$ cat config.mk
export PLATFORM = sky130hd
export DESIGN_NAME = gci_std_display_char_draw
export DESIGN_NICKNAME = d
export VERILOG_FILES = /design/src/rtl/gci_std_display_char_draw.sv
export SDC_FILE = /design/constraint.sdc
export NUM_CORES = 1
export LEC_CHECK = 0
export ABC_CLOCK_PERIOD_IN_PS = 9360
export CORE_MARGIN = 10
export CORE_UTILIZATION = 56
export CTS_CLUSTER_DIAMETER = 40
export DETAILED_ROUTE_END_ITERATION = 10
export PLACE_DENSITY = 0.95
export SLEW_MARGIN = 10
export SYNTH_ARGS = -nofsm -noshare
export SYNTH_HDL_FRONTEND = slang
export SYNTH_SLANG_ARGS = --single-unit
export TNS_END_PERCENT = 100
$ cat constraint.sdc
create_clock -name iCLOCK -period 9.36 [get_ports iCLOCK]
set_clock_uncertainty 0.15 [all_clocks]
set_input_delay 0.936 -clock iCLOCK [delete_from_list [all_inputs] [get_ports iCLOCK]]
set_output_delay 0.936 -clock iCLOCK [all_outputs]
set_load 0.01 [all_outputs]
$ cat src/rtl/gci_std_display_char_draw.sv
// Character draw engine: fetches an 8x14 glyph from the font ROM and emits one VRAM pixel write per glyph pixel.
// Optional build macro GCI_STD_DISPLAY_CHAR_TRANSPARENT_EN skips background pixels instead of painting them.
//
// state    | meaning
// ST_IDLE  | waiting for a draw request
// ST_FETCH | font ROM address valid, glyph latched at end of cycle
// ST_DRAW  | presenting pixels row-major, honouring iVRAM_LOCK
// ST_DONE  | one-cycle completion pulse
module gci_std_display_char_draw #(
    parameter int P_AREA_H  = 640,
    parameter int P_AREA_V  = 480,
    parameter int P_ADDR_W  = 19,
    parameter int P_COLOR_W = 16
) (
    input  logic                 iCLOCK,
    input  logic                 inRESET,
    input  logic                 iIF_REQ,
    output logic                 oIF_BUSY,
    input  logic [6:0]           iIF_ASCII,
    input  logic [9:0]           iIF_X,
    input  logic [8:0]           iIF_Y,
    input  logic [P_COLOR_W-1:0] iIF_FG_COLOR,
    input  logic [P_COLOR_W-1:0] iIF_BG_COLOR,
    output logic [6:0]           oFONT_ADDR,
    input  logic [111:0]         iFONT_DATA,
    output logic                 oVRAM_REQ,
    input  logic                 iVRAM_LOCK,
    output logic [P_ADDR_W-1:0]  oVRAM_ADDR,
    output logic [P_COLOR_W-1:0] oVRAM_DATA,
    output logic                 oDONE
);

    typedef enum logic [1:0] {ST_IDLE, ST_FETCH, ST_DRAW, ST_DONE} state_t;

    state_t                 r_state;
    state_t                 w_state_next;

    logic [9:0]             r_x;
    logic [8:0]             r_y;
    logic [P_COLOR_W-1:0]   r_fg;
`ifndef GCI_STD_DISPLAY_CHAR_TRANSPARENT_EN
    logic [P_COLOR_W-1:0]   r_bg;
`endif
    logic [111:0]           r_glyph;
    logic [3:0]             r_row;
    logic [2:0]             r_col;

    logic                   r_busy;
    logic [6:0]             r_font_addr;
    logic                   r_vreq;
    logic [P_ADDR_W-1:0]    r_vaddr;
    logic [P_COLOR_W-1:0]   r_vdata;
    logic                   r_done;

    logic                   w_advance;
    logic                   w_last;
    logic [111:0]           w_glyph_src;
    logic [3:0]             w_row_nxt;
    logic [2:0]             w_col_nxt;
    logic                   w_bit;
    logic [10:0]            w_px;
    logic [10:0]            w_py;
    logic                   w_clip;
    logic                   w_req_nxt;
    logic [P_ADDR_W-1:0]    w_addr_nxt;
    logic [P_COLOR_W-1:0]   w_data_nxt;

    assign oIF_BUSY   = r_busy;
    assign oFONT_ADDR = r_font_addr;
    assign oVRAM_REQ  = r_vreq;
    assign oVRAM_ADDR = r_vaddr;
    assign oVRAM_DATA = r_vdata;
    assign oDONE      = r_done;

    // Skipped pixels (req=0) advance unconditionally; presented writes wait for the lock to drop.
    assign w_advance = (r_state == ST_DRAW) && (!r_vreq || !iVRAM_LOCK);
    assign w_last    = (r_row == 4'd13) && (r_col == 3'd7);

    always_ff @(posedge iCLOCK) begin
        if (!inRESET) begin
            r_state <= ST_IDLE;
        end else begin
            r_state <= w_state_next;
        end
    end

    always_comb begin
        w_state_next = r_state;
        unique case (r_state)
            ST_IDLE:  if (iIF_REQ) w_state_next = ST_FETCH;
            ST_FETCH: w_state_next = ST_DRAW;
            ST_DRAW:  if (w_advance && w_last) w_state_next = ST_DONE;
            ST_DONE:  w_state_next = ST_IDLE;
            default:  w_state_next = ST_IDLE;
        endcase
    end

    // Next pixel to present; in FETCH the glyph comes straight from the ROM so pixel 0 is ready next cycle.
    always_comb begin
        w_glyph_src = (r_state == ST_FETCH) ? iFONT_DATA : r_glyph;
        if (r_state == ST_FETCH) begin
            w_row_nxt = 4'd0;
            w_col_nxt = 3'd0;
        end else begin
            w_col_nxt = r_col + 3'd1;
            w_row_nxt = (r_col == 3'd7) ? r_row + 4'd1 : r_row;
        end
        w_bit      = w_glyph_src[7'd111 - {w_row_nxt, w_col_nxt}];
        w_px       = {1'b0, r_x} + {8'b0, w_col_nxt};
        w_py       = {2'b0, r_y} + {7'b0, w_row_nxt};
        w_clip     = (w_px >= 11'(P_AREA_H)) || (w_py >= 11'(P_AREA_V));
        w_addr_nxt = P_ADDR_W'(32'(w_py) * 32'(P_AREA_H) + 32'(w_px));
`ifdef GCI_STD_DISPLAY_CHAR_TRANSPARENT_EN
        w_req_nxt  = !w_clip && w_bit;
        w_data_nxt = r_fg;
`else
        w_req_nxt  = !w_clip;
        w_data_nxt = w_bit ? r_fg : r_bg;
`endif
    end

    always_ff @(posedge iCLOCK) begin
        if (!inRESET) begin
            r_x         <= '0;
            r_y         <= '0;
            r_fg        <= '0;
`ifndef GCI_STD_DISPLAY_CHAR_TRANSPARENT_EN
            r_bg        <= '0;
`endif
            r_glyph     <= '0;
            r_row       <= '0;
            r_col       <= '0;
            r_busy      <= 1'b0;
            r_font_addr <= '0;
            r_vreq      <= 1'b0;
            r_vaddr     <= '0;
            r_vdata     <= '0;
            r_done      <= 1'b0;
        end else begin
            r_busy <= (w_state_next != ST_IDLE);
            r_done <= (w_state_next == ST_DONE);
            unique case (r_state)
                ST_IDLE: begin
                    if (iIF_REQ) begin
                        r_font_addr <= iIF_ASCII;
                        r_x         <= iIF_X;
                        r_y         <= iIF_Y;
                        r_fg        <= iIF_FG_COLOR;
`ifndef GCI_STD_DISPLAY_CHAR_TRANSPARENT_EN
                        r_bg        <= iIF_BG_COLOR;
`endif
                    end
                end
                ST_FETCH: begin
                    r_glyph <= iFONT_DATA;
                    r_row   <= w_row_nxt;
                    r_col   <= w_col_nxt;
                    r_vreq  <= w_req_nxt;
                    r_vaddr <= w_addr_nxt;
                    r_vdata <= w_data_nxt;
                end
                ST_DRAW: begin
                    if (w_advance) begin
                        if (w_last) begin
                            r_vreq <= 1'b0;
                            r_row  <= '0;
                            r_col  <= '0;
                        end else begin
                            r_row   <= w_row_nxt;
                            r_col   <= w_col_nxt;
                            r_vreq  <= w_req_nxt;
                            r_vaddr <= w_addr_nxt;
                            r_vdata <= w_data_nxt;
                        end
                    end
                end
                default: ;
            endcase
        end
    end

endmodule

# ---- Yosys cells after proc, flatten, opt, wreduce, memory -nomap -nowiden
# Cells that the tools add are included.
dict set report word_totals {
  register_bits 217
  out_inout_bits 45
  wordCells 71
}
dict set report classes {
  add_sub_neg 6
  multipliers 1
  magnitude_cmp 3
  eq_ne 8
  n_mux 25
  reduce_logical 14
}
# op count
set ops {}
lappend ops {{$mux 112} 1}
lappend ops {{$mux 16} 3}
lappend ops {{$mux 19} 2}
lappend ops {{$pmux 19 s2} 1}
lappend ops {{$pmux 16 s2} 1}
lappend ops {{$add 19x11->19} 1}
lappend ops {{$mux 4} 4}
lappend ops {{$mul 10x3->12 const B} 1}
lappend ops {{$add 10x3->11} 1}
lappend ops {{$ge 11x10->1 const B} 1}
lappend ops {{$add 9x4->10} 1}
lappend ops {{$ge 10x9->1 const B} 1}
lappend ops {{$mux 3} 3}
lappend ops {{$lt 7x8->1 const B} 1}
lappend ops {{$pmux 2 s4} 1}
lappend ops {{$pmux 4 s2} 1}
lappend ops {{$bmux 1 s7} 1}
lappend ops {{$sub 7x7->7 const A} 1}
lappend ops {{$eq 2x2->1 const B} 3}
lappend ops {{$pmux 3 s2} 1}
lappend ops {{$add 4x1->4 const B} 1}
lappend ops {{$eq 4x4->1 const B} 1}
lappend ops {{$mux 2} 2}
lappend ops {{$ne 2x2->1 const B} 2}
lappend ops {{12 further kinds} 21}

# ---- Longest topological paths before layout
# Gate-level depths: netlist of the first run.
dict set report logic_depth {
  word_depth 10
  depth_mapped 27
  ltp_nobuf 22
}

# ---- Least setup slack after synthesis of the first run
# OpenSTA, ideal clock, no wires.
dict set report synth_path {
  kind {flip-flop to flip-flop}
  startpoint {reg r_col[0]}
  endpoint {reg r_vaddr[17] (netlist: oVRAM_ADDR[17])}
  setup_ns 0.116
  arrival_time_ns 4.320
  required_ns 9.094
  path_slack_ns 4.774
  path_stages_with_launch 24
  synth_period_minus_slack_ns 4.586
  path_cell_list {dfxtp_1 -> ha_1 -> ha_1 -> buf_2 -> nand4_1 -> xor2_1 -> or2_2 -> inv_1 -> ha_1 -> a21oi_1 -> inv_1 -> a31o_2 -> nand2_1 -> xnor2_1 -> ha_1 -> ha_1 -> nor2b_1 -> o31a_1 -> o31a_1 -> a21oi_1 -> nand3_1 -> xor2_1 -> nand2_1 -> o211a_1}
}
dict set report synth_via {
  elab_chain_len 9
  elab_cells_between_ends 15
  classes_between {4 x add/sub; 1 x mul; 2 x eq/ne; 6 x mux; 2 x reduce/logical}
}
# item line
set synth_lines {}
lappend synth_lines {{start, declared} 46} ;# logic [2:0] r_col;
lappend synth_lines {{start signal, assigned} 157} ;# r_col <= w_col_nxt;
lappend synth_lines {{start signal, assigned} 170} ;# r_col <= w_col_nxt;
lappend synth_lines {{$eq 3x3->1} {77, 106}}
lappend synth_lines {{$mux 4} 106} ;# w_row_nxt = (r_col == 3'd7) ? r_row + 4'd1 : r_row;
lappend synth_lines {{$mux 4} 101} ;# if (r_state == ST_FETCH) begin
lappend synth_lines {{$add 9x4->10} 110} ;# w_py = {2'b0, r_y} + {7'b0, w_row_nxt};
lappend synth_lines {{$mul 10x3->12} 112} ;# w_addr_nxt = P_ADDR_W'(32'(w_py) * 32'(P_AREA_H) + 32'(w_px));
lappend synth_lines {{$add 19x11->19} 112}
lappend synth_lines {{$mux 19} 164} ;# if (w_last) begin
lappend synth_lines {{$mux 19} 163} ;# if (w_advance) begin
lappend synth_lines {{$pmux 19 s2} 142} ;# unique case (r_state)
lappend synth_lines {{end signal, assigned} 159} ;# r_vaddr <= w_addr_nxt;
lappend synth_lines {{end signal, assigned} 172} ;# r_vaddr <= w_addr_nxt;
lappend synth_lines {{end, declared} 51} ;# logic [P_ADDR_W-1:0] r_vaddr;
# Several ways; a longest one is shown, not always the timed one. The select of a mux whose other input is x is not followed.
# A chain may end at the register's enable or synchronous reset.

# ---- Worst setup path in the final report of the first run
dict set report layout_path {
  startpoint {reg r_state[1]}
  endpoint {reg r_vaddr[17] (netlist: oVRAM_ADDR[17])}
}
dict set report layout_via {
  elab_chain_len 8
  elab_cells_between_ends 16
  classes_between {3 x add/sub; 1 x mul; 4 x eq/ne; 5 x mux; 3 x reduce/logical}
}
# item line
set layout_lines {}
lappend layout_lines {{start, declared} 35} ;# state_t r_state;
lappend layout_lines {{start signal, assigned} 83} ;# r_state <= w_state_next;
lappend layout_lines {{$eq 2x1->1} {101, 142}}
lappend layout_lines {{$mux 4} 101}
lappend layout_lines {{$add 9x4->10} 110}
lappend layout_lines {{$mul 10x3->12} 112}
lappend layout_lines {{$add 19x11->19} 112}
lappend layout_lines {{$mux 19} 164}
lappend layout_lines {{$mux 19} 163}
lappend layout_lines {{$pmux 19 s2} 142}
# Several ways; a longest one is shown, not always the timed one. The select of a mux whose other input is x is not followed.

==> metrics.md, run 1 <==
| Metric | Value |
|---|---|
| Status | `completed` |
| Post-DP Area | `between 10000 and 15000 µm²` |
| Io pins | `between 200 and 250` |
| Non-Filler Instances | `between 1500 and 2000` |
| Clock-pin slew on the worst setup and hold paths | `0.05 ns` |
| First-pass DRT Iterations | `7` |
| Setup crit end kind | `flop` |
| Worst IR Drop VDD | `142.5 µV` |
| Post-synth EDFFs | `0` |
| Vias in the first global route | `9612` |
| Crit Path Class | `flop to flop` |
| Post-CTS Resized | `0` |
| Top FF cell, synth | `dfxtp_1` |
| Postcts setup bufs | `0` |
| Final Cell Area | `approximately 14000 µm²` |
| Yosys reg bits | `approximately 220` |
| Global-route wire length before repair | `50030 µm` |
| DR WL/cell | `19.12 µm` |
| Synth cell types | `72` |
| Die Y-Extent | `160.0 µm` |
| Vias per inst | `5.716` |
| CP Max Fanout | `46` |
| Most frequent cells in the layout | `clkdlybuf4s50_1, dfxtp_1, nand2_1` |
| CP Launch Type | `flop` |
| Ranking of synthesized cells by area | `dfxtp_1, mux2i_1, nor2b_1, nand2_1, a21boi_0` |
| # placed instances | `between 1500 and 2000` |
| RSZ-0062 raised after global routing | `no` |
| Final setup vio count | `0` |
| Drt total wl | `31460 µm` |
| Leading area contributor after synthesis | `dfxtp_1` |
| Ys Warns | `0` |
| Gr usage total | `0.2348` |
| Fin Setup TNS | `0 ns` |
| Core region area | `19400 µm²` |
| Crit path required time | `9.60 ns` |
| Max-Cap Viols | `0` |
| # clock sinks | `217` |
| Clk Tree Root Cell | `clkbuf_16` |
| Final hold violations | `0` |
| Cells after synthesis | `1178` |
| Syn Area/Cell | `~9.3 µm²` |
| DRC Markers | `0` |
| Final nets | `1561` |
| Share of the synthesized area in the top cell type | `0.3960` |
| Clock H-tree levels | `2` |
| Post-CTS Hold Fix Bufs | `0` |
| CTS buffer count | `34` |
| Leakage power | `5.288 nW` |
| Worst slew pin tran | `1.152 ns` |
| Die area | `~26000 µm²` |
| CTS tree | `yes` |
| Seq/Total Area, Yosys | `0.3960` |
| DP Wirelength | `21540 µm` |
| Slew Viols, Final | `0` |
| Initial core utilization | `0.5655` |
| Synth Cell Area | `10970 µm²` |
| Share of cells above drive strength 1 | `0.07127` |
| Synthesized Nets | `1386` |
| Power density over the cells | `278.2 nW/µm²` |
| FMAX | `~160 MHz` |
| Clock latency on the worst-skew pair | `~0.51 ns` |
| FP Rows | `51` |
| GPL Wtd Cong | `between 0.8 and 0.9` |
| Initial antenna violation count | `5` |
| CP Data Arrival Time | `6.39 ns` |
| Antenna Nets Post-Route | `0` |
| Most common cell after layout, fill and taps aside | `clkdlybuf4s50_1` |
| Slew margin rel. | `0.2292` |
| Port bufs | `~220` |
| Final Cycle Share | `0.6569` |
| Synth-to-Final Area Change | `30.16%` |
| Drt initial violations | `686` |
| CTS Buffer Depth | `3` |
| DR vias | `about 9400` |
| GRT overflow | `0` |
| Largest net degree at the start of global routing | `120` |
| Worst Hold Class | `flop to flop` |
| Ys async rst share | `0` |
| WHS | `0.3132 ns` |
| Die X | `160.0 µm` |
| Post-layout min period | `~6.1 ns` |
==> critical path, stage by stage, from the launching register on <==
cell and delay [ns]:
dfxtp_1 0.31, inv_1 0.13, ha_4 0.60, clkinv_1 0.83, nand2_1 0.42, inv_1 0.16, ha_1 0.23, ha_1 0.21
a21oi_1 0.21, o21ai_0 0.22, xor2_1 0.22, xnor2_1 0.29, inv_1 0.08, ha_1 0.30, a21o_1 0.18, a21oi_1 0.28
o21ai_0 0.16, o41ai_1 0.36, xor2_1 0.25, xor2_1 0.19, nand2_1 0.08, o211a_1 0.17
==> area by class of cell <==
| type | count | area [µm²] |
|---|---|---|
| fill | 1320 | 5120 |
| tap | 265 | 331.6 |
| clock inverter | 13 | 192.7 |
| multi-input combinational | 855 | 6141 |
| antenna | 5 | 12.51 |
| timing repair buffer | 224 | 2225 |
| sequential | 217 | 4345 |
| inverter | 21 | 78.83 |
| clock buffer | 45 | 952.2 |
==> where the power goes <==
group	switching, mW	leakage, nW	internal (mW)	total (mW)
clock	0.435	0.557	0.825	1.26
sequential	0.132	1.77	1.15	1.28
combinational	0.780	2.96	0.651	1.43
==> registers in the layout (all words and copies together), names as in the netlist <==
signal and count:
r_fg 16, r_glyph 112, r_col 3, oFONT_ADDR 7, r_row 4, oVRAM_REQ 1
oIF_BUSY 1, oVRAM_ADDR 19, r_y 9, oVRAM_DATA 16, r_state 2, oDONE 1
r_x 10, r_bg 16
==> synth_stat cells (all sizes together), types with 20 or more instances <==
master	n
a21oi	43
dfxtp	217
buf	29
xnor2	26
clkbuf	56
nand2	184
mux2i	117
nor2b	114
inv	20
a21boi	76
ha	31
o21ai	50
==> kinds of logic (layout without fill, tap and decap cells) <==
group / count (synthesis) / after routing / share of synthesized area
adder cells (fa/ha/maj): 35 / 35 / 0.04174
AND/OR/NAND/NOR: 383 / 383 / 0.1726
flip-flops: 217 / 217 / 0.3960
XOR/XNOR: 37 / 37 / 0.03148
multiplexers: 136 / 136 / 0.1461
other: 0 / 5 / 0
AO/OA/AOI/OAI: 264 / 264 / 0.1663
buffers and inverters: 106 / 303 / 0.04585
==> path summary, 6_finish.rpt <==
kind	from	to	slack, ns	cells past startpoint
worst max register to register	r_state[1]	oVRAM_ADDR[17]	3.21	21
worst min register to register	r_bg[1]	r_bg[1]	0.31	2
worst min-delay path	r_bg[1]	r_bg[1]	0.31	2
worst max-delay path	r_state[1]	oVRAM_ADDR[17]	3.21	21
==> per-stage QoR <==
stage               total power, mW  utilization  setup slack, ns
floorplan                     2.251            -            4.774
global placement              2.643       0.6764            3.563
detailed placement            2.698       0.6764            3.277
CTS                           3.978       0.7354            3.268
global route                  4.173       0.7361            2.744
finish                        3.972       0.7361            3.211
==> routing by layer <==
metal | vias to the layer above | track usage | wire length (µm)
met5 | - | 0 | 0
met4 | 0 | 0.1285 | 1571
met3 | 95 | 0.04859 | 1778
met2 | 361 | 0.4030 | 15730
met1 | 4462 | 0.2680 | 12380
li1 | 4484 | - | -
Power figures use the tool's default switching activity.
==> run 2: changes to the inputs <==
ABC_CLOCK_PERIOD_IN_PS = 5000   (was 9360)
CORE_UTILIZATION = 47   (was 56)
PLACE_DENSITY = 0.87   (was 0.95)
clock period = 5 ns   (was 9.36 ns; I/O delays follow)
==> run 2 against run 1 <==
Sequential cell count stayed put. Total power rose by 88%. Sequential share of layout area decreased by 0.42 points. Highest routed layer unchanged. Critical endpoint unchanged. Die area is 17% higher. Setup slack worse by 3.0 ns. Combinational power grew 88%.
==> metrics.md, run 2 (same netlist as run 1, synthesis figures left out) <==
| Metric | Value |
|---|---|
| Status | `completed` |
| Slowest-stage cell, CP | `dfxtp_2` |
| DR WL/cell | `18.58 µm (-2.8%)` |
| Crit path largest cell delay | `0.32 ns (-0.51 ns)` |
| Gr usage total | `0.2016 (-0.03328)` |
| Clock power frac | `0.320 (+0.003)` |
| Crit path buffers/inverters | `2 (-2)` |
| Post-layout min period | `4.774 ns (-1.375 ns)` |
| Non-Filler Instances | `1705 (+3.6%)` |
| Power density over the cells | `515.2 nW/µm² (+85%)` |
| Die X | `172.8 µm (+8.0%)` |
| Crit path depth | `21 (unchanged)` |
| Clock-pin slew on the worst setup and hold paths | `0.06 ns (about the same)` |
| # placed instances | `1643 (+3.9%)` |
| Slew Viols, Final | `0 (unchanged)` |
| RSZ-0062 raised after global routing | `yes` |
| # clock sinks | `217 (unchanged)` |
| Die area | `29850 µm² (+17%)` |
| Worst slew pin tran | `1.184 ns (+0.03191 ns)` |
| Clock H-tree levels | `2 (unchanged)` |
| Vias per inst | `5.423 (-5.1%)` |
| First-pass DRT Iterations | `5 (-2)` |
| Cell chain of the critical path | `ha_1 -> ha_1 -> buf_4 -> or2_1 -> and2_1 -> xor2_1 -> ha_1 -> a21oi_1 -> o21ai_1 -> xor2_1 -> xnor2_1 -> inv_1 -> ha_1 -> a21o_1 -> a21oi_2 -> o21ai_0 -> o41ai_2 -> xor2_1 -> xor2_1 -> nand2_1 -> o211a_1` |
| Leakage power | `5.376 nW (+1.7%)` |
| GPL Wtd Cong | `0.8326 (-6.1%)` |
| Drt initial violations | `753 (+9.8%)` |
| Final Cycle Share | `0.9547 (+0.2978)` |
| Die Y-Extent | `172.8 µm (+8.0%)` |
| Drt total wl | `31680 µm (+0.71%)` |
| Flop pwr share | `0.320 (-0.003)` |
| Crit path required time | `5.24 ns (-4.36 ns)` |
| Most frequent cells in the layout | `clkdlybuf4s50_1, dfxtp_1, nand2_1` |
| Final hold violations | `0 (unchanged)` |
| Crit Path Class | `flop to flop` |
| DR vias | `9247 (-1.6%)` |
| Antenna Nets Post-Route | `0 (unchanged)` |
| Fin Setup TNS | `0 ns (unchanged)` |
| FP Rows | `55 (+7.8%)` |
| Hold Path Depth | `2 (unchanged)` |
| Final nets | `1575 (+0.90%)` |
| Setup crit end kind | `flop` |
| Vias in the first global route | `9550 (-0.65%)` |
| Slew margin rel. | `0.2078 (-0.02135)` |
| Largest register FFs | `112 (unchanged)` |
| Pint | `4.924 mW (+88%)` |
| Worst Hold Class | `flop to flop` |
| Net load switching power | `2.537 mW (+88%)` |
| Switching share of power | `0.3400 (+0.0007804)` |
| CP Data Arrival Time | `5.01 ns (-1.38 ns)` |
| Worst IR Drop VDD | `331.8 µV (+130%)` |
| CTS buffer count | `34 (unchanged)` |
| Initial antenna violation count | `3 (-2)` |
| Max-Cap Viols | `0 (unchanged)` |
| CTS Buffer Depth | `3 (unchanged)` |
| FMAX | `209.5 MHz (+29%)` |
| CTS tree | `yes` |
| Io pins | `219 (unchanged)` |
| Most flop-heavy register | `r_glyph` |
| Share of cells above drive strength 1 | `0.08423 (+0.01296)` |
| DP Wirelength | `22090 µm (+2.5%)` |
| GRT overflow | `0 (unchanged)` |
| Core region area | `22780 µm² (+17%)` |
| Port bufs | `218 (unchanged)` |
| Top delay family on crit path | `compound AO/OA/AOI/OAI gates` |
| Clock latency on the worst-skew pair | `0.51 ns (about the same)` |
| Most common cell after layout, fill and taps aside | `clkdlybuf4s50_1` |
| CP Launch Type | `flop` |
| PnR worst setup slack | `0.2264 ns (-2.985 ns)` |
| Clk Tree Root Cell | `clkbuf_16` |
| DRC Markers | `0 (unchanged)` |
| Dpl ws | `-0.01189 ns (-3.289 ns)` |
| Reg2Reg Depth | `21 (unchanged)` |
| Global-route wire length before repair | `50160 µm (+0.25%)` |
| Comb power frac | `0.361 (about the same)` |
| Initial core utilization | `0.4816 (-0.08391)` |
| Final setup vio count | `0 (unchanged)` |
| Synth-to-Final Area Change | `31.99%` |
| CP Max Fanout | `8 (-83%)` |
| Design Power | `7.461 mW (+88%)` |
| Filler instances | `1827 (+38%)` |
| Largest net degree at the start of global routing | `116 (-3.3%)` |
| WHS | `0.3129 ns (-0.0003300 ns)` |
## run 2: per-stage QoR
| step | utilization | cell area [µm²] |
|---|---|---|
| floorplan | - | 10970 |
| global placement | 0.5835 | 13290 |
| CTS | 0.6341 | 14440 |
| detailed placement | 0.5835 | 13290 |
| global route | 0.6357 | 14480 |
| finish | 0.6357 | 14480 |
## run 2: timing repair
| action | CTS | global route |
|---|---|---|
| gates resized for setup | 0 | 7 |
| setup endpoints to repair | 2 | 3 |
| hold buffers | 0 | 0 |
| pin swaps | 1 | 2 |
| buffers inserted | 1 | 0 |
## run 2: final timing paths
path / to / start / slack, ns
worst max-delay path: oVRAM_ADDR[17] / r_col[0] / 0.23
worst min-delay path: r_fg[15] / r_fg[15] / 0.31
worst max register to register: oVRAM_ADDR[17] / r_col[0] / 0.23
worst min register to register: r_fg[15] / r_fg[15] / 0.31
## run 2: worst reg2reg max path: stages, from the launching register on
cell and delay (ns):
dfxtp_2 0.32, ha_1 0.19, ha_1 0.20, buf_4 0.17, or2_1 0.24, and2_1 0.17, xor2_1 0.15, ha_1 0.22
a21oi_1 0.23, o21ai_1 0.19, xor2_1 0.27, xnor2_1 0.18, inv_1 0.09, ha_1 0.31, a21o_1 0.20, a21oi_2 0.21
o21ai_0 0.17, o41ai_2 0.32, xor2_1 0.26, xor2_1 0.19, nand2_1 0.07, o211a_1 0.17
## run 2: area by class of cell
class                      count  area (µm²)  area share
antenna                        3       7.507   0.0005184
clock buffer                  43       925.9     0.06394
clock inverter                15       219.0     0.01512
inverter                      21       78.83    0.005444
multi-input combinational    855        6170      0.4261
sequential                   217        4345      0.3001
tap                          313       391.6     0.02705
timing repair buffer         238        2342      0.1618
## run 2: power by group through the flow
stage | Combinational [mW] | Clock, mW | Sequential (mW)
floorplan | 1.80 | 0 | 2.41
global placement | 2.60 | 0 | 2.39
detailed placement | 2.67 | 0 | 2.41
CTS | 2.70 | 2.42 | 2.38
global route | 2.94 | 2.50 | 2.43
finish | 2.69 | 2.38 | 2.39
## run 2: metal layers
layer  up-vias  GRT usage  share of wire  routed length [µm]
li1       4503          -              -                   -
met1      4464     0.2336           0.42               13170
met2       223     0.3619           0.51               16280
met3        57    0.03725          0.042                1318
met4         0    0.07294          0.029                 906
met5         -          0              0                   0
==> patch (settings of run 2) <==
Encoding of `state_t`: now Gray code (2 bits for 4 states).
--- a/src/rtl/gci_std_display_char_draw.sv
+++ b/src/rtl/gci_std_display_char_draw.sv
@@ -32,3 +32,3 @@
 
-    typedef enum logic [1:0] {ST_IDLE, ST_FETCH, ST_DRAW, ST_DONE} state_t;
+    typedef enum logic [1:0] {ST_IDLE = 2'b00, ST_FETCH = 2'b01, ST_DRAW = 2'b11, ST_DONE = 2'b10} state_t;
 
Check against the original RTL: same outputs for any inputs over 4 cycles, from zero or initial values and one cycle with inRESET low; so few cycles prove little.
==> patch against run 2 <==
Final cell count up 0.29%; final area shrank 5.9%; synthesized area down 9.4%; setup slack better by 0.076 ns; non-clock buffer count is 7 higher; sequential cell count stayed put; critical path depth shrank 1; global-route usage fell by 0.17 points; routed wire length decreased by 11%; critical endpoint is now oVRAM_ADDR[18].
Power is not compared: it rests on default switching activity, and its combinational part moved more than twofold at a synthesized area within 25%.
==> patch: results (changes against run 2) <==
- Outcome: completed
- Family with the most delay on the worst path: compound AO/OA/AOI/OAI gates
- Slew @ Worst Pin: 1.18 ns (-0.00796 ns)
- CTS buffer count: 35 (+2.9%)
- Warnings from Yosys: 0 (unchanged)
- Ant. Diodes: 0 (-3)
- Yosys cell types: 59 (-18%)
- Slowest CP cell: ha_1
- Register area share after synthesis: 43.7% (+4.1 points)
- Largest register FFs: 112 (unchanged)
- Filler cell count: 1,721 (-5.8%)
- Synth cell count leaders: nand2_1, dfxtp_1, a21oi_1
- Layout cells sized above 1: 9.41% (+0.98 points)
- Vias in the first global route: 9,109 (-4.6%)
- Crit path DAT: 4.90 ns (-0.11 ns)
- Most flops, register: r_glyph
- R2R setup slack: 0.30 ns (+0.08 ns)
- Met2 usage: 34.9% (-1.2 points)
- Routed wire length per instance: 16.4 um (-12%)
- Largest cells by area after synthesis: dfxtp_1, nand2_1, a21oi_1
- CP max FO: 9 (+1)
- Via density: 5.36 (-1.3%)
- P_leak: 5.24 nW
- Clock H-tree levels: 2 (unchanged)
- Met1 GRT Util: 23.5% (+0.12 points)
- Root buffer cell: clkbuf_16
- Register-to-Register Path Depth: 20 (-4.8%)
- Pre-CTS setup slack: 0.0132 ns (+0.0251 ns)
- Syn nets: 1,415 (+2.1%)
- Gr usage total: 20.0% (-0.17 points)
- Multiplexer share of the synthesized area: 8.71% (-5.9 points)
- Final nets: 1,614 (+2.5%)
- Compound-Gate Fraction of Synth Area: 16.9% (+0.28 points)
- Global-route wire length before repair: 44,800 um (-11%)
- NetSw: 0.00140 W
- Global placer's final weighted congestion: 0.856 (+2.8%)
- R2R Path End: oVRAM_ADDR[18]
- Final HPWL DP: 19,900 um (-10%)
- Initial antenna violation count: 0 (-3)
- Met3 Use GR: 5.45% (+1.7 points)
- Adder-cell share of the synthesized area: 4.11% (-0.069 points)
- Max incr delay on CP: 0.35 ns (+0.03 ns)
- EDFF count, synth: 0 (unchanged)
- DR iter-0 viols: 578 (-23%)
- Min-Delay Startpoint: oVRAM_ADDR[2]
- Hold endpoint: oVRAM_ADDR[2]
- Port bufs: 218 (unchanged)
- Post-synthesis xor/xnor area fraction: 2.87% (-0.28 points)
- Length of the first detailed-routing pass in iterations: 5 (unchanged)
patch: how the worst max path moves through the flow:
stage	from	endpoint	slack, ns	cells past startpoint
5_1_grt	r_col[1]	oVRAM_ADDR[18]	0.008	21
6_report	r_col[0]	oVRAM_ADDR[18]	0.30	20
3_3_place_gp	r_col[1]	oVRAM_ADDR[18]	0.12	21
3_5_place_dp	r_col[1]	oVRAM_ADDR[18]	0.01	21
2_1_floorplan	r_col[0]	oVRAM_ADDR[18]	0.12	23
4_1_cts	r_col[1]	oVRAM_ADDR[18]	0.04	21
patch: layer usage:
| layer | up-vias | part of all wire, % |
|---|---|---|
| met5 | - | 0 |
| li1 | 4545 | - |
| met4 | 0 | 2.2 |
| met2 | 240 | 50 |
| met3 | 55 | 6.9 |
| met1 | 4318 | 41 |
patch: repair_timing:
item                                    4_1_cts  5_1_grt
gates resized for setup                       2       13
setup buffers                                 0        0
endpoints found under the hold margin         0        0
endpoints found under the setup margin        2        3
patch: tightest hold or removal path, cell delays in order, from the launching register on:
cell	delay, ns
dfxtp_1	0.30
nand2_1	0.05
a21oi_1	0.05
patch: power by group through the flow:
| stage | Sequential (W) | Combinational (W) | Clock (W) |
|---|---|---|---|
| 2_1_floorplan | 0.00199 | 0.000522 | 0 |
| 3_3_place_gp | 0.00199 | 0.000862 | 0 |
| 3_5_place_dp | 0.00200 | 0.000874 | 0 |
| 4_1_cts | 0.00196 | 0.000881 | 0.00243 |
| 5_1_grt | 0.00198 | 0.000970 | 0.00251 |
| 6_report | 0.00196 | 0.000876 | 0.00240 |
patch: cells by family after synthesis:
family | count (synthesis)
simple gates | 482
compound gates | 296
flops | 217
buf+inv | 102
mux | 52
xor+xnor | 31
fa+ha+maj | 31
patch: per-stage QoR:
step           area (um2)  hold WS (ns)  total power [W]  util (%)  instances
3_5_place_dp        12400         0.295          0.00287      59.3       1648
5_1_grt             13600         0.322          0.00546      65.2       1710
6_report            13600         0.300          0.00524      65.2       1710
2_1_floorplan        9940         0.282          0.00251         -       1211
3_3_place_gp        12400         0.288          0.00285      59.3       1648
4_1_cts             13600         0.303          0.00528      65.0       1710
patch: layout make-up:
cell class / count / share of cell area [%]
clock buffers: 47 / 7.43
repair buffers: 245 / 17.6
flip-flops and latches: 217 / 31.9
multi-input cells: 892 / 38.7
inverters: 19 / 0.560
well taps: 275 / 2.52
clock inverters: 15 / 1.29
